[src/rtl/pos_cell_pkg.sv]
// pos_cell_pkg
// Definitions shared by the position cell access controller and the
// position cache that sits behind it:
//   cell_state_t    - sequencer states of the access controller
//   COUNT_LSB       - bit position of the particle count inside word 0
//   CNT_WAIT_CYCLES - cycles spent waiting for the count word
//   CELL_RD_LAT     - read latency of the cell RAM (mem_rden -> mem_q)
package pos_cell_pkg;

    typedef enum logic [2:0] {
        ST_IDLE,
        ST_CNT_REQ,
        ST_CNT_WAIT,
        ST_STREAM,
        ST_DRAIN,
        ST_DONE
    } cell_state_t;

    localparam int COUNT_LSB       = 0;
    localparam int CNT_WAIT_CYCLES = 2;
    localparam int CELL_RD_LAT     = 2;

endpackage

[src/rtl/pos_cell_tag_pipe.sv]
// pos_cell_tag_pipe
// Delay line that carries {valid, id} alongside an in-flight RAM read so the
// tag emerges in the same cycle as the read data.
// Ports:
//   clk       in   clock
//   rst       in   synchronous active-high clear of every stage
//   in_valid  in   a tagged read is issued this cycle
//   in_id     in   address of that read
//   out_valid out  tag valid in the last stage (aligned with RAM data)
//   out_id    out  id in the last stage
//   pending   out  a valid tag sits in any stage before the last one
module pos_cell_tag_pipe
    import pos_cell_pkg::*;
#(
    parameter int ID_WIDTH = 8,
    parameter int STAGES   = CELL_RD_LAT
) (
    input  logic                clk,
    input  logic                rst,
    input  logic                in_valid,
    input  logic [ID_WIDTH-1:0] in_id,
    output logic                out_valid,
    output logic [ID_WIDTH-1:0] out_id,
    output logic                pending
);

    logic                vld_p [STAGES];
    logic [ID_WIDTH-1:0] id_p  [STAGES];

    // stage 0 takes the issued tag, later stages shift it toward the output
    always_ff @(posedge clk) begin
        if (rst) begin
            for (int i = 0; i < STAGES; i++) begin
                vld_p[i] <= 1'b0;
                id_p[i]  <= '0;
            end
        end else begin
            vld_p[0] <= in_valid;
            id_p[0]  <= in_id;
            for (int i = 1; i < STAGES; i++) begin
                vld_p[i] <= vld_p[i-1];
                id_p[i]  <= id_p[i-1];
            end
        end
    end

    assign out_valid = vld_p[STAGES-1];
    assign out_id    = id_p[STAGES-1];

    // The last stage is excluded: once only it is occupied the pipe will be
    // empty on the next cycle, which lets the drain finish without a bubble.
    always_comb begin
        pending = 1'b0;
        for (int i = 0; i < STAGES - 1; i++) begin
            pending = pending | vld_p[i];
        end
    end

endmodule

[src/rtl/pos_cell_access_ctrl.sv]
// pos_cell_access_ctrl
// Sequencer and arbiter for one single-port position cell RAM. On rd_start it
// reads the particle count from address 0, then streams addresses 1..count
// out with their ids. Motion-update writes share the RAM port and win over
// stream reads; they are only held off while the count read is issued.
// Ports:
//   clk, rst                     clock, synchronous active-high reset
//   rd_start                     stream request (accepted in IDLE only)
//   rd_busy, rd_done             stream in progress / completion pulse
//   rd_particle_num              latched, clamped particle count
//   rd_data_valid, rd_data,
//   rd_particle_id               streamed particle word and its address
//   wr_req, wr_addr, wr_data     write-back request, held until wr_gnt
//   wr_gnt                       write performed this cycle
//   mem_address, mem_data,
//   mem_rden, mem_wren, mem_q    cell RAM port
module pos_cell_access_ctrl
    import pos_cell_pkg::*;
#(
    parameter int DATA_WIDTH   = 96,
    parameter int ADDR_WIDTH   = 8,
    parameter int PARTICLE_NUM = 220
) (
    input  logic                  clk,
    input  logic                  rst,
    input  logic                  rd_start,
    output logic                  rd_busy,
    output logic                  rd_done,
    output logic [ADDR_WIDTH-1:0] rd_particle_num,
    output logic                  rd_data_valid,
    output logic [DATA_WIDTH-1:0] rd_data,
    output logic [ADDR_WIDTH-1:0] rd_particle_id,
    input  logic                  wr_req,
    input  logic [ADDR_WIDTH-1:0] wr_addr,
    input  logic [DATA_WIDTH-1:0] wr_data,
    output logic                  wr_gnt,
    output logic [ADDR_WIDTH-1:0] mem_address,
    output logic [DATA_WIDTH-1:0] mem_data,
    output logic                  mem_rden,
    output logic                  mem_wren,
    input  logic [DATA_WIDTH-1:0] mem_q
);

    localparam logic [ADDR_WIDTH-1:0] MAX_COUNT = ADDR_WIDTH'(PARTICLE_NUM - 1);
    localparam int                    WAIT_W    = $clog2(CNT_WAIT_CYCLES + 1);
    localparam logic [WAIT_W-1:0]     WAIT_LAST = WAIT_W'(CNT_WAIT_CYCLES - 1);

    // A corrupt or oversized count must never drive reads past the RAM end.
    function automatic logic [ADDR_WIDTH-1:0] clamp_count(input logic [ADDR_WIDTH-1:0] raw);
        return (raw > MAX_COUNT) ? MAX_COUNT : raw;
    endfunction

    cell_state_t           state;
    logic [WAIT_W-1:0]     wait_cnt;
    logic [ADDR_WIDTH-1:0] ptr;
    logic [ADDR_WIDTH-1:0] count_clamped;
    logic                  cnt_issue;
    logic                  stream_issue;
    logic                  tag_pending;

    assign count_clamped = clamp_count(mem_q[COUNT_LSB +: ADDR_WIDTH]);

    // Arbitration: writes win everywhere except while the count read goes out.
    assign wr_gnt       = wr_req && (state != ST_CNT_REQ);
    assign cnt_issue    = (state == ST_CNT_REQ);
    assign stream_issue = (state == ST_STREAM) && !wr_gnt;

    always_comb begin
        mem_address = '0;
        mem_data    = '0;
        mem_rden    = 1'b0;
        mem_wren    = 1'b0;
        if (wr_gnt) begin
            mem_wren    = 1'b1;
            mem_address = wr_addr;
            mem_data    = wr_data;
        end else if (cnt_issue) begin
            mem_rden    = 1'b1;
        end else if (stream_issue) begin
            mem_rden    = 1'b1;
            mem_address = ptr;
        end
    end

    always_ff @(posedge clk) begin
        if (rst) begin
            state           <= ST_IDLE;
            wait_cnt        <= '0;
            ptr             <= ADDR_WIDTH'(1);
            rd_particle_num <= '0;
            rd_busy         <= 1'b0;
            rd_done         <= 1'b0;
        end else begin
            rd_done <= 1'b0;
            case (state)
                ST_IDLE: begin
                    if (rd_start) begin
                        state   <= ST_CNT_REQ;
                        rd_busy <= 1'b1;
                    end
                end
                ST_CNT_REQ: begin
                    state    <= ST_CNT_WAIT;
                    wait_cnt <= '0;
                end
                ST_CNT_WAIT: begin
                    if (wait_cnt == WAIT_LAST) begin
                        rd_particle_num <= count_clamped;
                        ptr             <= ADDR_WIDTH'(1);
                        state           <= (count_clamped == '0) ? ST_DRAIN : ST_STREAM;
                    end else begin
                        wait_cnt <= wait_cnt + 1'b1;
                    end
                end
                ST_STREAM: begin
                    // a granted write stalls the pointer for this cycle
                    if (stream_issue) begin
                        ptr <= ptr + 1'b1;
                        if (ptr == rd_particle_num) begin
                            state <= ST_DRAIN;
                        end
                    end
                end
                ST_DRAIN: begin
                    if (!tag_pending) begin
                        state   <= ST_DONE;
                        rd_done <= 1'b1;
                    end
                end
                ST_DONE: begin
                    state   <= ST_IDLE;
                    rd_busy <= 1'b0;
                end
                default: begin
                    state <= ST_IDLE;
                end
            endcase
        end
    end

    // Only stream reads are tagged; the count read never reaches rd_data_valid.
    pos_cell_tag_pipe #(
        .ID_WIDTH (ADDR_WIDTH),
        .STAGES   (CELL_RD_LAT)
    ) u_tag_pipe (
        .clk       (clk),
        .rst       (rst),
        .in_valid  (stream_issue),
        .in_id     (ptr),
        .out_valid (rd_data_valid),
        .out_id    (rd_particle_id),
        .pending   (tag_pending)
    );

    assign rd_data = mem_q;

endmodule

[config.mk]
export PLATFORM = sky130hd
export DESIGN_NAME = pos_cell_access_ctrl
export DESIGN_NICKNAME = d
export VERILOG_FILES = /design/src/rtl/pos_cell_pkg.sv /design/src/rtl/pos_cell_tag_pipe.sv /design/src/rtl/pos_cell_access_ctrl.sv
export SDC_FILE = /design/constraint.sdc
export NUM_CORES = 1
export LEC_CHECK = 0
export BUFFER_PORTS_ARGS = -buffer_cell sky130_fd_sc_hd__buf_2
export CAP_MARGIN = 20
export CORE_AREA = 2 2 168 170
export DETAILED_ROUTE_END_ITERATION = 8
export DIE_AREA = 0 0 170 172
export PLACE_DENSITY = 0.45
export SLEW_MARGIN = 20
export SYNTH_ARGS = -nofsm -noshare
export SYNTH_HDL_FRONTEND = slang
export SYNTH_SLANG_ARGS = --single-unit
[constraint.sdc]
create_clock -name clk -period 3.1 [get_ports clk]
set_input_delay 0.31 -clock clk [delete_from_list [all_inputs] [get_ports clk]]
set_output_delay 0.31 -clock clk [all_outputs]
set_load 0.02 [all_outputs]
# After elaboration in Yosys (flattened, before gate mapping)
# Memory sizes are Yosys's and may differ from the RTL's.
# Cells that the tools add are included.
[word_totals]
out_inout_bits = 222
ff_bits = 23
mem_count = 2
ram_bits = 18
[classes]
add_sub_neg = 2
bitwise_logic = 5
magnitude_cmp = 1
reduce_logical = 14
muxes = 31
eq_ne = 14
[memory_table]
columns = ["name", "depth", "width", "rd", "rd_clocked_by_memory_dff", "write_ports", "line", "rtl"]
rows = [
  ["u_tag_pipe.id_p", 2, 8, 2, 0, 2, "pos_cell_tag_pipe.sv:28", "logic [ID_WIDTH-1:0] id_p [STAGES];"],
  ["u_tag_pipe.vld_p", 2, 1, 2, 0, 2, "pos_cell_tag_pipe.sv:27", "logic vld_p [STAGES];"],
]
[op_table]
columns = ["cell", "count"]
rows = [
  ["2-to-1 mux 96 bit", 1],
  ["2-to-1 mux 8 bit", 8],
  ["2-to-1 mux 3 bit", 6],
  ["case mux 8 bit (2 select lines)", 1],
  ["case mux 3 bit (5 select lines)", 1],
  ["2-to-1 mux 1 bit", 11],
  ["adder 8 x 1 -> 8 bit (second input constant)", 1],
  ["equality test 8 bit", 1],
  ["> comparator 8 bit (second input constant)", 1],
  ["logical NOT 8 bit", 1],
  ["!= test 2 bit (second input constant)", 4],
  ["equality test 3 x 2 -> 1 bit (second input constant)", 2],
  ["equality test 3 bit (second input constant)", 2],
  ["AND reduction 2 bit", 3],
  ["nonzero test 2 bit", 3],
  ["AND reduction 5 bit", 1],
  ["!= test 2 x 1 -> 1 bit (second input constant)", 2],
  ["OR 1 bit", 4],
  ["case mux 2 bit (2 select lines)", 1],
  ["equality test 3 x 1 -> 1 bit (second input constant)", 1],
  ["logical NOT 3 bit", 1],
  ["!= test 3 x 1 -> 1 bit (second input constant)", 1],
  ["AND reduction 3 bit", 1],
  ["adder 2 x 1 -> 2 bit (second input constant)", 1],
  ["7 further kinds", 8],
]

# Longest topological paths before layout
[logic_depth]
depth_word = 7
depth_mapped = 7
ltp_nobuf = 6

# Hierarchy
# Synthesis repeated with hierarchy kept, for this count alone.
[unflattened]
cells_unflattened = 409
hier_area_um2 = 3233.1
[modules_own_cells]
columns = ["module", "area_per_inst_um2", "n_inst", "seq_area_each_um2", "cells_per_inst"]
rows = [
  ["pos_cell_access_ctrl", 2683.8, 1, 460.4, 364],
  ["pos_cell_tag_pipe", 549.3, 1, 360.3, 45],
]

# Worst setup path before layout
# No wires, ideal clock.
[synth_timing]
kind = "register to output"
start = "reg state[0]"
end = "out mem_data[86]"
path_slack_ps = 1333
required_time_ps = 2790
path_stages_with_launch = 5
arrival_time_ps = 1457
path_buffers = 1
path_cell_list = "dfxtp_1 -> nor2b_1 -> a21boi_1 -> clkbuf_1 -> and2_1"
[synth_via]
elab_chain_len = 3
[synth_lines]
columns = ["element", "line", "rtl"]
rows = [
  ["start, declared", "pos_cell_access_ctrl.sv:53", "cell_state_t state;"],
  ["start signal, assigned", "pos_cell_access_ctrl.sv:110", "state <= (count_clamped == '0) ? ST_DRAIN : ST_STREAM;"],
  ["!= test 3 x 1 -> 1 bit", "pos_cell_access_ctrl.sv:64", "assign wr_gnt = wr_req && (state != ST_CNT_REQ);"],
  ["logical AND 1 bit", "pos_cell_access_ctrl.sv:64", ""],
  ["2-to-1 mux 96 bit", "pos_cell_access_ctrl.sv:73", "if (wr_gnt) begin"],
  ["end, declared", "pos_cell_access_ctrl.sv:38", "output logic [DATA_WIDTH-1:0] mem_data,"],
]
# Every way passes these cells.

# Worst setup path in the final report
[layout_timing]
start = "reg state[0]"
end = "out mem_address[2]"
[layout_via]
elab_chain_len = 7
[layout_lines]
columns = ["element", "line", "rtl"]
rows = [
  ["!= test 3 x 1 -> 1 bit", "pos_cell_access_ctrl.sv:64", ""],
  ["logical AND 1 bit", "pos_cell_access_ctrl.sv:64", ""],
  ["logical NOT 1 bit", "pos_cell_access_ctrl.sv:66", "assign stream_issue = (state == ST_STREAM) && !wr_gnt;"],
  ["logical AND 1 bit", "pos_cell_access_ctrl.sv:66", ""],
  ["2-to-1 mux 8 bit", "pos_cell_access_ctrl.sv:79", "end else if (stream_issue) begin"],
  ["2-to-1 mux 8 bit", "pos_cell_access_ctrl.sv:77", "end else if (cnt_issue) begin"],
  ["2-to-1 mux 8 bit (*)", "pos_cell_access_ctrl.sv:73", ""],
  ["end, declared", "pos_cell_access_ctrl.sv:37", "output logic [ADDR_WIDTH-1:0] mem_address,"],
]
# Mark *: on every way between the ends. The rest lies on a longest branch, timed or not.

==> impl_metrics.env <==
export IMPL_crit_type="flip-flop to output pin"
export IMPL_p_clk_share_pct=28.1
export IMPL_via_per_inst=3.37
export IMPL_clk_latency_ns=0.29
export IMPL_antenna_left=0
export IMPL_maxSlewViolCount=0
export IMPL_min_path_type="input port to flip-flop"
export IMPL_io_buffer_count=249
export IMPL_period_needed_ns=2.56
export IMPL_cap_violations=0
export IMPL_ys_types=45
export IMPL_synthDominantCellAreaShare_pct=25.3
export IMPL_grt_max_degree=69
export IMPL_yosysMostFrequentCell="buf_4"
export IMPL_rsz0062_at_grt="false"
export IMPL_yosys_top_cells_area="dfxtp_1, buf_4, and2_1"
export IMPL_wl_per_cell_um=12.0
export IMPL_hold_viol=0
export IMPL_cts_tree="yes"
export IMPL_synth_ff_type="dfxtp_1"
export IMPL_drt_total_wl_um=10800
export IMPL_r2r_start="wait_cnt[0]$_SDFFE_PP0P_"
export IMPL_grt_pass1_wl_um=14000
export IMPL_htree_levels=2
export IMPL_drive_above_1_share_pct=48.2
export IMPL_drc=0
export IMPL_diodes=0
export IMPL_detailed_place_hpwl_um=8880
export IMPL_clock_root_buffer="clkbuf_16"
export IMPL_gp_congestion=0.727
export IMPL_worstPathArrival_ns=2.25
export IMPL_die_w_um=170
export IMPL_synthTopCellsByCount="buf_4, and2_1, dfxtp_1"
export IMPL_start_util_pct=11.8
export IMPL_synthArstFlopShare_pct=0
export IMPL_worst_setup_path_start_kind="flip-flop"
export IMPL_numCtsBuffers=5
export IMPL_pwr_share_comb_pct=44.8
export IMPL_drtPass1Iterations=4
export IMPL_clk_pin_slew_ns=0.06
export IMPL_netlist_area_um2=3250
export IMPL_fmax_mhz=390
export IMPL_powerDensity_nw_per_um2=557
export IMPL_grtUsageTotal_pct=6.42
export IMPL_crit_fanout=68
export IMPL_yosysSeqAreaShare_pct=25.3
export IMPL_ys_ff_latch=41
export IMPL_avgSynthCellArea_um2=7.83
export IMPL_p_switching_mw=0.934
export IMPL_cts_resized_gates=0
export IMPL_synth_area_leader_cell="dfxtp_1"
export IMPL_grt_pass1_vias=2472
export IMPL_clock_path_buffers=2
export IMPL_intPower_mw=1.45
export IMPL_finalCoreUtilization_pct=15.6
export IMPL_skew_ns=0.00593
export IMPL_crit_path_end_kind="output pin"
export IMPL_status="finished, final reports clean"
export IMPL_tightestPinTransition_ns=0.668
export IMPL_final_setup_tns_ns=0
export IMPL_rows=61
export IMPL_min_period_over_period_pct=82.7
export IMPL_ir_drop_v=0.000167
export IMPL_pin_count=426
export IMPL_cts_hold_buffers=0
export IMPL_min_from="mem_q[6]"
export IMPL_power_mw=2.38
export IMPL_numClockSinks=41
export IMPL_startpoint="state[0]$_SDFFE_PP0P_"
export IMPL_worstPathRequired_ns=2.79
export IMPL_setup_violations=0
export IMPL_power_leakage_nw=2.11
export IMPL_syn_num_nets=621
export IMPL_area_growth_pct=31.6
export IMPL_min_path_cells=3
export IMPL_yosysWarnings=0
export IMPL_grt_overflow=0
export IMPL_worstRegToRegCells=5
export IMPL_swShare_pct=39.2
export IMPL_coreArea_um2=27500
export IMPL_antenna_found_initial=2
export IMPL_seqPwrFrac_pct=27.0
export IMPL_syn_inst=415
export IMPL_die_h_um=172
export IMPL_num_vias=3021
export IMPL_slew_headroom_pct=55.5
export IMPL_die_area_um2=29200
export IMPL_final_net_count=755
export IMPL_synth_edf_count=0
export IMPL_drt_iter0_markers=108
export IMPL_postCtsSetupBuffers=0
-- critical path, stage by stage (launching register included) --
cell	delay [ns]
dfxtp_1	0.63
nor2b_1	0.45
a21boi_4	0.10
buf_4	0.28
a22o_1	0.30
buf_2	0.15
-- routing by layer --
| layer | part of all wire, % | global-route usage [%] | up-vias |
|---|---|---|---|
| met1 | 41 | 7.49 | 1306 |
| met4 | 1.6 | 1.67 | 2 |
| met5 | 0.065 | 0 | - |
| met2 | 45 | 9.81 | 175 |
| li1 | - | - | 1506 |
| met3 | 13 | 4.05 | 32 |
-- cells in the final DEF, fill, tap and decap left out, types with 4 or more instances in the layout --
master	instances
a22o_1	8
o211ai_1	5
buf_2	249
and2_1	99
xnor2_1	8
or4_1	4
clkbuf_16	5
a21oi_1	13
nor2_1	21
xor2_1	4
nor3_1	6
buf_4	4
nor2b_1	17
dfxtp_1	41
nand2_1	14
inv_1	7
-- worst paths after layout --
kind,slack [ns],endpoint
max,0.54,mem_address[2]
min,0.30,rd_particle_num[6]$_SDFFE_PP0P_
max reg2reg,1.18,ptr[5]$_SDFFE_PP0P_
min reg2reg,0.44,u_tag_pipe.id_p[0][12]$_SDFF_PP0_
-- sequential cells by signal (all words and copies together), names as in the netlist --
| name | cells |
|---|---|
| ptr | 8 |
| rd_busy | 1 |
| rd_done | 1 |
| rd_particle_num | 8 |
| state | 3 |
| u_tag_pipe.id_p | 16 |
| u_tag_pipe.vld_p | 2 |
| wait_cnt | 2 |
-- per-stage QoR --
step | hold WS [ns] | cells | cell area (um^2) | worst slack, ns
4_1_cts | 0.290 | 896 | 4280 | 0.513
2_1_floorplan | 0.389 | 415 | 3250 | 1.33
6_report | 0.296 | 896 | 4280 | 0.536
3_5_place_dp | 0.429 | 888 | 4090 | 0.829
5_1_grt | 0.310 | 896 | 4280 | 0.386
3_3_place_gp | 0.418 | 888 | 4090 | 0.851
-- area by class of cell --
type | instances | area, um^2
well taps | 346 | 433
fillers | 3164 | 23200
multi-input cells | 241 | 1530
flip-flops and latches | 41 | 821
inverters | 7 | 26.3
clock inverters | 3 | 65.1
repair buffers | 253 | 1280
clock buffers | 5 | 125
-- cell families (layout without fill, tap and decap cells) --
kind of cell               count (synthesis)  count (layout)  share of synthesized area [%]
DFF                                       41              41                           25.3
buffers and inverters                    133             268                           28.0
and+or+nand+nor                          180             180                           32.4
xor gates and xnor gates                  12              12                           3.23
AOI/OAI and AO/OA                         47              47                           10.4
adders and majority gates                  2               2                          0.770
-- power groups by stage --
stage / logic (mW) / registers, mW / clock network, mW
final: 1.07 / 0.644 / 0.670
after global routing: 1.18 / 0.651 / 0.708
after CTS: 1.09 / 0.642 / 0.688
after detailed placement: 1.08 / 0.655 / 0
after global placement: 1.08 / 0.654 / 0
after floorplan: 0.914 / 0.630 / 0
Note: power is estimated with default switching activity, not from simulation.
